File: src/rtl/qpoint_pkg.sv
// Shared definitions for the spike accumulator: FSM encoding and saturation bounds.
package qpoint_pkg;

  typedef enum logic [1:0] {
    StIdle  = 2'd0,
    StAccum = 2'd1,
    StDone  = 2'd2
  } state_e;

  // Widest supported sum; narrower bounds are taken as the top bits of these.
  localparam int unsigned MaxWidth = 64;
  localparam logic [MaxWidth-1:0] SatMaxFull = {1'b0, {(MaxWidth-1){1'b1}}};
  localparam logic [MaxWidth-1:0] SatMinFull = {1'b1, {(MaxWidth-1){1'b0}}};

endpackage

File: src/rtl/qpoint_sat_add.sv
// Combinational signed add of a narrow word into a wide sum, with clamp-or-wrap on overflow.
module qpoint_sat_add
  import qpoint_pkg::*;
#(
  parameter int unsigned INP_WIDTH = 8,
  parameter int unsigned OUT_WIDTH = 16,
  parameter bit          SATURATE  = 1'b1
) (
  input  logic [OUT_WIDTH-1:0] acc_i,
  input  logic [INP_WIDTH-1:0] add_i,
  output logic [OUT_WIDTH-1:0] sum_o,
  output logic                 ovf_o
);

  localparam logic [OUT_WIDTH-1:0] SatMax = SatMaxFull[MaxWidth-1 -: OUT_WIDTH];
  localparam logic [OUT_WIDTH-1:0] SatMin = SatMinFull[MaxWidth-1 -: OUT_WIDTH];

  logic [OUT_WIDTH:0] ext_sum;

  // One guard bit is enough: the addend is always narrower than the sum.
  assign ext_sum = {acc_i[OUT_WIDTH-1], acc_i}
                 + {{(OUT_WIDTH + 1 - INP_WIDTH){add_i[INP_WIDTH-1]}}, add_i};
  assign ovf_o   = ext_sum[OUT_WIDTH] ^ ext_sum[OUT_WIDTH-1];

  always_comb begin
    sum_o = ext_sum[OUT_WIDTH-1:0];
    if (SATURATE && ovf_o) begin
      sum_o = ext_sum[OUT_WIDTH] ? SatMin : SatMax;
    end
  end

endmodule

File: src/rtl/qpoint_spike_accumulator.sv
// Spike-gated weight accumulator: one synapse per cycle into a signed Q-format sum.
module qpoint_spike_accumulator
  import qpoint_pkg::*;
#(
  parameter int unsigned INP_WIDTH = 8,
  parameter int unsigned FRAC_BITS = 7,
  parameter int unsigned DEPTH     = 125,
  parameter int unsigned OUT_WIDTH = 16,
  parameter bit          SATURATE  = 1'b1,
  localparam int unsigned AW       = (DEPTH > 1) ? $clog2(DEPTH) : 1
) (
  input  logic                 clk,
  input  logic                 rst,
  input  logic                 wr_en,
  input  logic [AW-1:0]        wr_addr,
  input  logic [INP_WIDTH-1:0] wr_data,
  input  logic [DEPTH-1:0]     spike_in,
  input  logic                 start,
  output logic                 busy,
  output logic                 done,
  output logic [OUT_WIDTH-1:0] sum,
  output logic                 sat_flag
);

  localparam logic [AW-1:0] LastIdx = AW'(DEPTH - 1);

  state_e                 state_q;
  logic [AW-1:0]          idx_q;
  logic [DEPTH-1:0]       spikes_q;
  logic [OUT_WIDTH-1:0]   acc_q;
  logic [INP_WIDTH-1:0]   mem [DEPTH];
  logic [INP_WIDTH-1:0]   gated_w;
  logic [OUT_WIDTH-1:0]   add_sum;
  logic                   add_ovf;

  // Weight memory has no reset so a mid-pass reset leaves trained weights intact.
  always_ff @(posedge clk) begin
    if (wr_en && (state_q != StAccum) && (32'(wr_addr) < DEPTH)) begin
      mem[wr_addr] <= wr_data;
    end
  end

  assign gated_w = spikes_q[idx_q] ? mem[idx_q] : '0;

  qpoint_sat_add #(
    .INP_WIDTH (INP_WIDTH),
    .OUT_WIDTH (OUT_WIDTH),
    .SATURATE  (SATURATE)
  ) u_sat_add (
    .acc_i (acc_q),
    .add_i (gated_w),
    .sum_o (add_sum),
    .ovf_o (add_ovf)
  );

  always_ff @(posedge clk or posedge rst) begin
    if (rst) begin
      state_q  <= StIdle;
      idx_q    <= '0;
      spikes_q <= '0;
      acc_q    <= '0;
      busy     <= 1'b0;
      done     <= 1'b0;
      sum      <= '0;
      sat_flag <= 1'b0;
    end else begin
      done <= 1'b0;
      unique case (state_q)
        StIdle: begin
          if (start) begin
            spikes_q <= spike_in;
            acc_q    <= '0;
            sat_flag <= 1'b0;
            idx_q    <= '0;
            busy     <= 1'b1;
            state_q  <= StAccum;
          end
        end
        StAccum: begin
          acc_q <= add_sum;
          if (add_ovf) begin
            sat_flag <= 1'b1;
          end
          if (idx_q == LastIdx) begin
            state_q <= StDone;
          end else begin
            idx_q <= idx_q + 1'b1;
          end
        end
        StDone: begin
          sum     <= acc_q;
          done    <= 1'b1;
          busy    <= 1'b0;
          state_q <= StIdle;
        end
        default: state_q <= StIdle;
      endcase
    end
  end

endmodule
File: config.mk
export PLATFORM = sky130hd
export DESIGN_NAME = qpoint_spike_accumulator
export DESIGN_NICKNAME = d
export VERILOG_FILES = /design/src/rtl/qpoint_pkg.sv /design/src/rtl/qpoint_sat_add.sv /design/src/rtl/qpoint_spike_accumulator.sv
export SDC_FILE = /design/constraint.sdc
export NUM_CORES = 1
export LEC_CHECK = 0
export CORE_MARGIN = 3
export CORE_UTILIZATION = 44
export CTS_CLUSTER_DIAMETER = 80
export CTS_CLUSTER_SIZE = 25
export DETAILED_ROUTE_END_ITERATION = 10
export GPL_ROUTABILITY_DRIVEN = 0
export SLEW_MARGIN = 20
export SYNTH_ARGS = -nofsm -noshare
export SYNTH_HDL_FRONTEND = slang
export SYNTH_HIERARCHICAL = 1
export SYNTH_SLANG_ARGS = --single-unit
File: constraint.sdc
create_clock -name clk -period 17.7 [get_ports clk]
set_input_delay 3.54 -clock clk [delete_from_list [all_inputs] [get_ports clk]]
set_output_delay 3.54 -clock clk [all_outputs]
set_load 0.01 [all_outputs]
==> results of run 1 <==
[sequential cells by signal, indices dropped and copies added (netlist names)]
name      flops
mem        1000
spikes_q    125
acc_q        16
sum          16
idx_q         7
state_q       2
busy          1
done          1
sat_flag      1
[kinds of logic (layout without fill, tap and decap cells)]
kind of cell | count (synthesis) | in the layout | synth area share
adders and majority gates | 34 | 34 | 0.00835
AOI/OAI and AO/OA | 227 | 227 | 0.0385
xor gates and xnor gates | 17 | 17 | 0.00330
and+or+nand+nor | 717 | 717 | 0.0617
DFF | 1169 | 1169 | 0.723
muxes | 342 | 342 | 0.145
buffers and inverters | 164 | 298 | 0.0199
[final timing paths]
kind | startpoint | to | cells past startpoint | slack (ns)
worst min register to register | spikes_q[11] | spikes_q[11] | 2 | 0.47
worst max-delay path | idx_q[1] | acc_q[10] | 18 | 10.61
worst max register to register | idx_q[1] | acc_q[10] | 18 | 10.61
min in group asynchronous | rst | spikes_q[98] | 2 | 3.41
max in group asynchronous | rst | spikes_q[23] | 3 | 12.73
worst min-delay path | spikes_q[11] | spikes_q[11] | 2 | 0.47
[worst reg2reg max path: stages (launching register included)]
cell                       delay (ns)
sky130_fd_sc_hd__dfrtp_4         0.73
sky130_fd_sc_hd__buf_12          0.65
sky130_fd_sc_hd__buf_4           0.78
sky130_fd_sc_hd__buf_4           0.76
sky130_fd_sc_hd__mux4_2          0.44
sky130_fd_sc_hd__a22oi_1         0.34
sky130_fd_sc_hd__nand3_1         0.19
sky130_fd_sc_hd__o311ai_0        0.31
sky130_fd_sc_hd__nand2_1         0.12
sky130_fd_sc_hd__o211a_1         0.18
sky130_fd_sc_hd__ha_1            0.22
sky130_fd_sc_hd__fa_1            0.41
sky130_fd_sc_hd__a21o_2          0.26
sky130_fd_sc_hd__a221oi_4        0.35
sky130_fd_sc_hd__o21ai_2         0.13
sky130_fd_sc_hd__nand2b_2        0.11
sky130_fd_sc_hd__a41oi_4         0.31
sky130_fd_sc_hd__maj3_1          0.47
sky130_fd_sc_hd__a22o_1          0.21
[stage by stage]
stage                     hold slack [ns]  instance area, um^2  std cells  setup WS (ns)  total power [uW]
after floorplan                     0.437                47400       2670           9.58              5360
after global placement              0.451                50200       4106          10.61              6150
after detailed placement            0.457                50200       4106          10.59              6170
after CTS                           0.480                51900       4195          10.55              7660
after global routing                0.498                51900       4195          10.30              7960
final                               0.472                51900       4195          10.61              7620
[power by group]
group | total, uW | switching [uW] | internal (uW)
Sequential | 3190 | 125 | 3060
Clock | 1510 | 882 | 629
Combinational | 2920 | 1650 | 1270
[cell usage in the layout, fill, tap and decap left out, types with 5 or more instances in the layout]
cell                              count
sky130_fd_sc_hd__maj3_1              15
sky130_fd_sc_hd__o21ai_0             19
sky130_fd_sc_hd__nand3_1             36
sky130_fd_sc_hd__buf_4               39
sky130_fd_sc_hd__nand2b_1            10
sky130_fd_sc_hd__ha_1                18
sky130_fd_sc_hd__nand4_1              6
sky130_fd_sc_hd__inv_6                5
sky130_fd_sc_hd__a22oi_1             39
sky130_fd_sc_hd__o221ai_1             8
sky130_fd_sc_hd__clkbuf_16           57
sky130_fd_sc_hd__mux2i_1             43
sky130_fd_sc_hd__mux2_2              32
sky130_fd_sc_hd__dfrtp_1            165
sky130_fd_sc_hd__a221oi_1             9
sky130_fd_sc_hd__a22o_1              26
sky130_fd_sc_hd__a31oi_1             12
sky130_fd_sc_hd__xor2_1               6
sky130_fd_sc_hd__and2_1               7
sky130_fd_sc_hd__nand2_1            442
sky130_fd_sc_hd__inv_1                9
sky130_fd_sc_hd__a2111oi_0            5
sky130_fd_sc_hd__mux4_1              15
sky130_fd_sc_hd__nor3_1               7
sky130_fd_sc_hd__nor2b_1             12
sky130_fd_sc_hd__o22ai_1             18
sky130_fd_sc_hd__clkbuf_1            13
sky130_fd_sc_hd__xnor2_1             10
sky130_fd_sc_hd__edfxtp_1          1000
sky130_fd_sc_hd__mux4_2             252
sky130_fd_sc_hd__nand3b_1             5
sky130_fd_sc_hd__nor2_1             164
sky130_fd_sc_hd__and3_1               5
sky130_fd_sc_hd__a211oi_1            11
sky130_fd_sc_hd__clkdlybuf4s50_1    154
sky130_fd_sc_hd__a21oi_1             19
sky130_fd_sc_hd__o211a_1              5
[area by class of cell]
type / instances / area (um^2)
fill: 8728 / 54200
sequential: 1169 / 34300
multi-input combinational: 1337 / 12200
timing repair buffer: 197 / 1900
tap: 1391 / 1740
clock buffer: 71 / 1490
clock inverter: 18 / 205
inverter: 12 / 50.0
[synthesized netlist by cell type (26+ instances only)]
library cell / number / area [um^2]
sky130_fd_sc_hd__nand3_1: 39 / 195
sky130_fd_sc_hd__nand2_1: 444 / 1670
sky130_fd_sc_hd__a22o_1: 26 / 228
sky130_fd_sc_hd__mux2i_1: 43 / 430
sky130_fd_sc_hd__edfxtp_1: 1000 / 30000
sky130_fd_sc_hd__mux2_2: 32 / 360
sky130_fd_sc_hd__a22oi_1: 39 / 293
sky130_fd_sc_hd__dfrtp_1: 169 / 4230
sky130_fd_sc_hd__nor2_1: 165 / 619
sky130_fd_sc_hd__mux4_2: 252 / 5680
sky130_fd_sc_hd__clkbuf_1: 62 / 233
sky130_fd_sc_hd__buf_2: 40 / 200
[routing by layer]
metal | track usage | up-vias | routed length [um]
li1 | - | 10600 | -
met4 | 0.0579 | 2 | 3020
met5 | 0 | - | 8
met1 | 0.300 | 13100 | 50300
met2 | 0.341 | 919 | 56700
met3 | 0.0362 | 154 | 8330
==> flow_summary.yaml, run 1 <==
status:
  run_status: "complete, no violations"
synth:
  syn-mean-instance-area_um2: 17.7
  syn_nets: 2833
  warning_count_from_the_yosys_run: 6
  netlist_instances: 2670
  postSynth.asyncResetShare: 0.145
  count_of_flip_flops_with_a_built_in_enable_after_synthesis: 1000
  main_flop_type_after_synthesis: "sky130_fd_sc_hd__edfxtp_1"
  synth_seq_cells: 1169
  yosys.cell_types.count: 82
  syn-cell-area_mm2: 0.0474
  ys_seq_area_frac: 0.723
timing:
  worst_pin_slew_ns: 1.12
  final_max_slew_viol_count: 0
  setup_tns_ns: 0
  post-route-min-period_ns: 7.09
  fmax_ghz: 0.141
  finalHoldViolations: 0
  rel_slew_slack: 0.231
  rsz0062_at_grt: "no"
  post-route-period-util: 0.401
  finClkSkew_ns: 0.0258
  final-setup-viol-count: 0
setup_path:
  critPathCaptureType: "register"
  critical_path.slowest_cell: "sky130_fd_sc_hd__dfrtp_4"
  cp_data_arrival_time_ns: 7.67
  cpLargestDelayFamily: "buffers and inverters"
  crit_chain: "buf_12 > buf_4 > buf_4 > mux4_2 > a22oi_1 > nand3_1 > o311ai_0 > nand2_1 > o211a_1 > ha_1 > fa_1 > a21o_2 > a221oi_4 > o21ai_2 > nand2b_2 > a41oi_4 > maj3_1 > a22o_1"
  cp-start-kind: "register"
  critical_path_class: "register to register"
  cpMostUsedCell: "sky130_fd_sc_hd__buf_4"
  critPathMaxStageDelay_ns: 0.73
  critical_path.n_buffers_inverters: 3
  worst-endpoint-required_ns: 18.28
  critical_path_peak_fanout: 120
power:
  power.density_cell_area_mw_per_mm2: 147
  p_leak_uw: 0.0173
  max-vdd-ir-drop_mv: 0.109
clock_network:
  clk_latency_ns: 0.69
  cts_tree: "done"
  htree_num_levels: 2
  clk_root_buffer_cell: "sky130_fd_sc_hd__clkbuf_16"
  tritoncts_num_sinks: 1169
  post-cts-setup-buffers: 0
  post_cts_hold_buffer_count: 0
  clockBufferDepth: 3
  post_cts.resized_instances: 0
  clk_pin_slew_worst_paths_ns: 0.10
  tritoncts.num_buffers: 57
die:
  die-width_um: 334
  design.die.area_mm2: 0.112
  floorplan.initialDensity: 0.447
  row_count: 119
  ports: 163
  design.core.area_mm2: 0.106
  dieHeight_um: 334
global_routing:
  groute.usage.overall: 0.212
  globalRoute.totalOverflow: 0
  vias_in_the_first_global_route: 25600
  grt_pass1_wl_mm: 175
  antenna_violations_before_repair: 1
  grt_start_max_net_pins: 121
route:
  drt-vias-per-instance: 5.93
  postRouteWirelength_mm: 118
  final_antenna_net_count: 0
  dr_total_vias: 24900
  routed_wire_length_per_instance_um: 28.2
  first_iter_violations: 2497
  detailedRoute.firstPassIterationCount: 6
  drcViolationCount: 0
placement:
  number_of_buffers_inserted_by_port_buffering: 162
  post-dp-hpwl_mm: 74.6
finish:
  finalNetCount: 2937
  post_route_cells_drive_above_1_share: 0.157
  antennaDiodeCount: 0
  layout.core_utilization: 0.489
  area_growth_syn_to_layout_pct: 9.49
worst_hold_path:
  timing.hold.worst.class: "register to register"
flow_run:
  max_cap_viol_count: 0
Note: power is estimated with default switching activity, not from simulation.
==> run 2, diff against run 1 <==
==> constraint.sdc (replaced) <==
create_clock -name clk -period 5.95 [get_ports clk]
set_input_delay 1.19 -clock clk [delete_from_list [all_inputs] [get_ports clk]]
set_output_delay 1.19 -clock clk [all_outputs]
set_load 0.01 [all_outputs]
==> flow_summary.yaml, run 2 (synthesized netlist as in run 1, its figures left out) <==
status:
  run_status: "complete, no violations"
setup_path:
  critPathMaxStageDelay_ns: 0.71
  critical_path_class: "register to register"
  cp_data_arrival_time_ns: 6.23
  critical_path.slowest_cell: "sky130_fd_sc_hd__a2111oi_0"
  rrSetupSlack_ns: 0.27
  critical_path_peak_fanout: 22
  worst_r2r_startpoint: "idx_q[1]"
  worst-endpoint-required_ns: 6.50
  r2r.worst_path.cells: 16
  crit_chain: "buf_12 > mux4_2 > and2_1 > a2111oi_0 > a31oi_1 > a32o_1 > o211a_1 > ha_1 > fa_1 > a21o_2 > a221oi_4 > o21ai_2 > nand2b_2 > a41oi_4 > maj3_1 > a22o_1"
  critPathLaunch: "idx_q[1]"
  crit-reg2reg-capture: "acc_q[9]"
  critPathCaptureType: "register"
  cp-start-kind: "register"
finish:
  antennaDiodeCount: 0
  stdcell_count: 4260
  largest_reg_flops: 1000
  multiInputGateArea_mm2: 0.0122
  top_register: "mem"
  finalNetCount: 3004
  area_growth_syn_to_layout_pct: 11.2
  mostFrequentLayoutCell: "sky130_fd_sc_hd__edfxtp_1"
  reg.largest.list: "mem x1000, spikes_q x125"
  most_frequent_cells_in_the_layout: "sky130_fd_sc_hd__edfxtp_1 (1000), sky130_fd_sc_hd__nand2_1 (443), sky130_fd_sc_hd__mux4_2 (252)"
  regArea_mm2: 0.0343
  n_fill_cell: 8681
  post_route_cells_drive_above_1_share: 0.179
  layout.core_utilization: 0.497
clock_network:
  clk_root_buffer_cell: "sky130_fd_sc_hd__clkbuf_16"
  cts_tree: "done"
  clk_latency_ns: 0.66
  post_cts.resized_instances: 0
  tritoncts.num_buffers: 58
  post-cts-setup-buffers: 0
  htree_num_levels: 2
  post_cts_hold_buffer_count: 0
  tritoncts_num_sinks: 1169
  clockBufferDepth: 3
  clk_pin_slew_worst_paths_ns: 0.09
timing:
  finClkSkew_ns: 0.0205
  final-setup-viol-count: 0
  finalHoldViolations: 0
  setup_tns_ns: 0
  post-route-period-util: 0.954
  final_max_slew_viol_count: 0
  post-route-min-period_ns: 5.68
  worst_pin_slew_ns: 1.07
  rel_slew_slack: 0.286
  fmax_ghz: 0.176
  rsz0062_at_grt: "no"
power:
  p_int_uw: 15400
  p_leak_uw: 0.0177
  total_power_uw: 23400
  share_seq_of_total_power: 0.405
  max-vdd-ir-drop_mv: 0.459
  netSwitchingPower_uw: 8060
  power.density_cell_area_mw_per_mm2: 445
  p_clk_frac: 0.200
  sw_frac_of_total: 0.344
  p_comb_frac: 0.396
die:
  die-width_um: 334
  floorplan.initialDensity: 0.447
  design.die.area_mm2: 0.112
  ports: 163
  design.core.area_mm2: 0.106
  row_count: 119
  dieHeight_um: 334
global_routing:
  vias_in_the_first_global_route: 25600
  globalRoute.totalOverflow: 0
  groute.usage.overall: 0.214
  grt_start_max_net_pins: 105
  grt_pass1_wl_mm: 176
  antenna_violations_before_repair: 3
route:
  drcViolationCount: 0
  drt-vias-per-instance: 5.90
  detailedRoute.firstPassIterationCount: 8
  postRouteWirelength_mm: 120
  dr_total_vias: 25100
  final_antenna_net_count: 0
  routed_wire_length_per_instance_um: 28.1
  first_iter_violations: 2806
worst_hold_path:
  min_path_cells: 2
  hold_end: "spikes_q[70]"
  worst_hold_startpoint: "spikes_q[70]"
  timing.hold.worst.class: "register to register"
placement:
  post-dp-hpwl_mm: 79.0
  post-place-cells: 4172
  number_of_buffers_inserted_by_port_buffering: 162
flow_run:
  max_cap_viol_count: 0
## run 2: cell count changes in the layout (fill, tap and decap cells not counted), sizes merged
cell / before / now
buf: 43 / 109
bufinv: 1 / 4
clkbuf: 71 / 66
clkinv: 7 / 6
clkinvlp: 1 / 7
inv: 21 / 17
## run 2: area by class of cell
cell class                 instances  share of cell area
tap                             1391              0.0330
timing repair buffer             263              0.0481
sequential                      1169               0.651
clock inverter                    22             0.00558
inverter                          12            0.000950
clock buffer                      66              0.0297
multi-input combinational       1337               0.232
## run 2: critical path: cells and delay by family (launching register included)
kind / cells / cell delay (ns)
AOI/OAI and AO/OA: 9 / 2.74
DFF: 1 / 0.63
and+or+nand+nor: 2 / 0.29
muxes: 1 / 0.53
buffers and inverters: 1 / 0.28
adders and majority gates: 3 / 1.09
## run 2: metal layers
metal	vias up	global-route usage	wire, um
li1	10800	-	-
met1	13200	0.301	50200
met2	966	0.338	56600
met3	160	0.0493	9510
met4	2	0.0609	3410
met5	-	0	18
## run 2: power groups by stage
| stage | clock network, uW | logic [uW] | registers, uW |
|---|---|---|---|
| floorplan | 0 | 6570 | 9370 |
| global placement | 0 | 9130 | 9660 |
| detailed placement | 0 | 9220 | 9670 |
| CTS | 4800 | 9250 | 9490 |
| global route | 5080 | 9890 | 9520 |
| finish | 4690 | 9270 | 9480 |
## run 2: per-stage QoR
| step | hold WS [ns] | area (um^2) | worst slack, ns |
|---|---|---|---|
| after detailed placement | 0.454 | 50800 | 0.387 |
| final | 0.480 | 52700 | 0.273 |
| after global routing | 0.496 | 52700 | 0.103 |
| after global placement | 0.455 | 50800 | 0.380 |
| after CTS | 0.483 | 52700 | 0.336 |
| after floorplan | 0.437 | 47400 | 0.185 |
## run 2: how the worst max path moves through the flow
stage          cells past startpoint  slack (ns)         to
2_1_floorplan                      1        0.18   acc_q[0]
3_3_place_gp                      16        0.38  acc_q[10]
4_1_cts                           17        0.34   acc_q[9]
3_5_place_dp                      17        0.39   acc_q[9]
5_1_grt                           18        0.10   acc_q[4]
6_report                          16        0.27   acc_q[9]
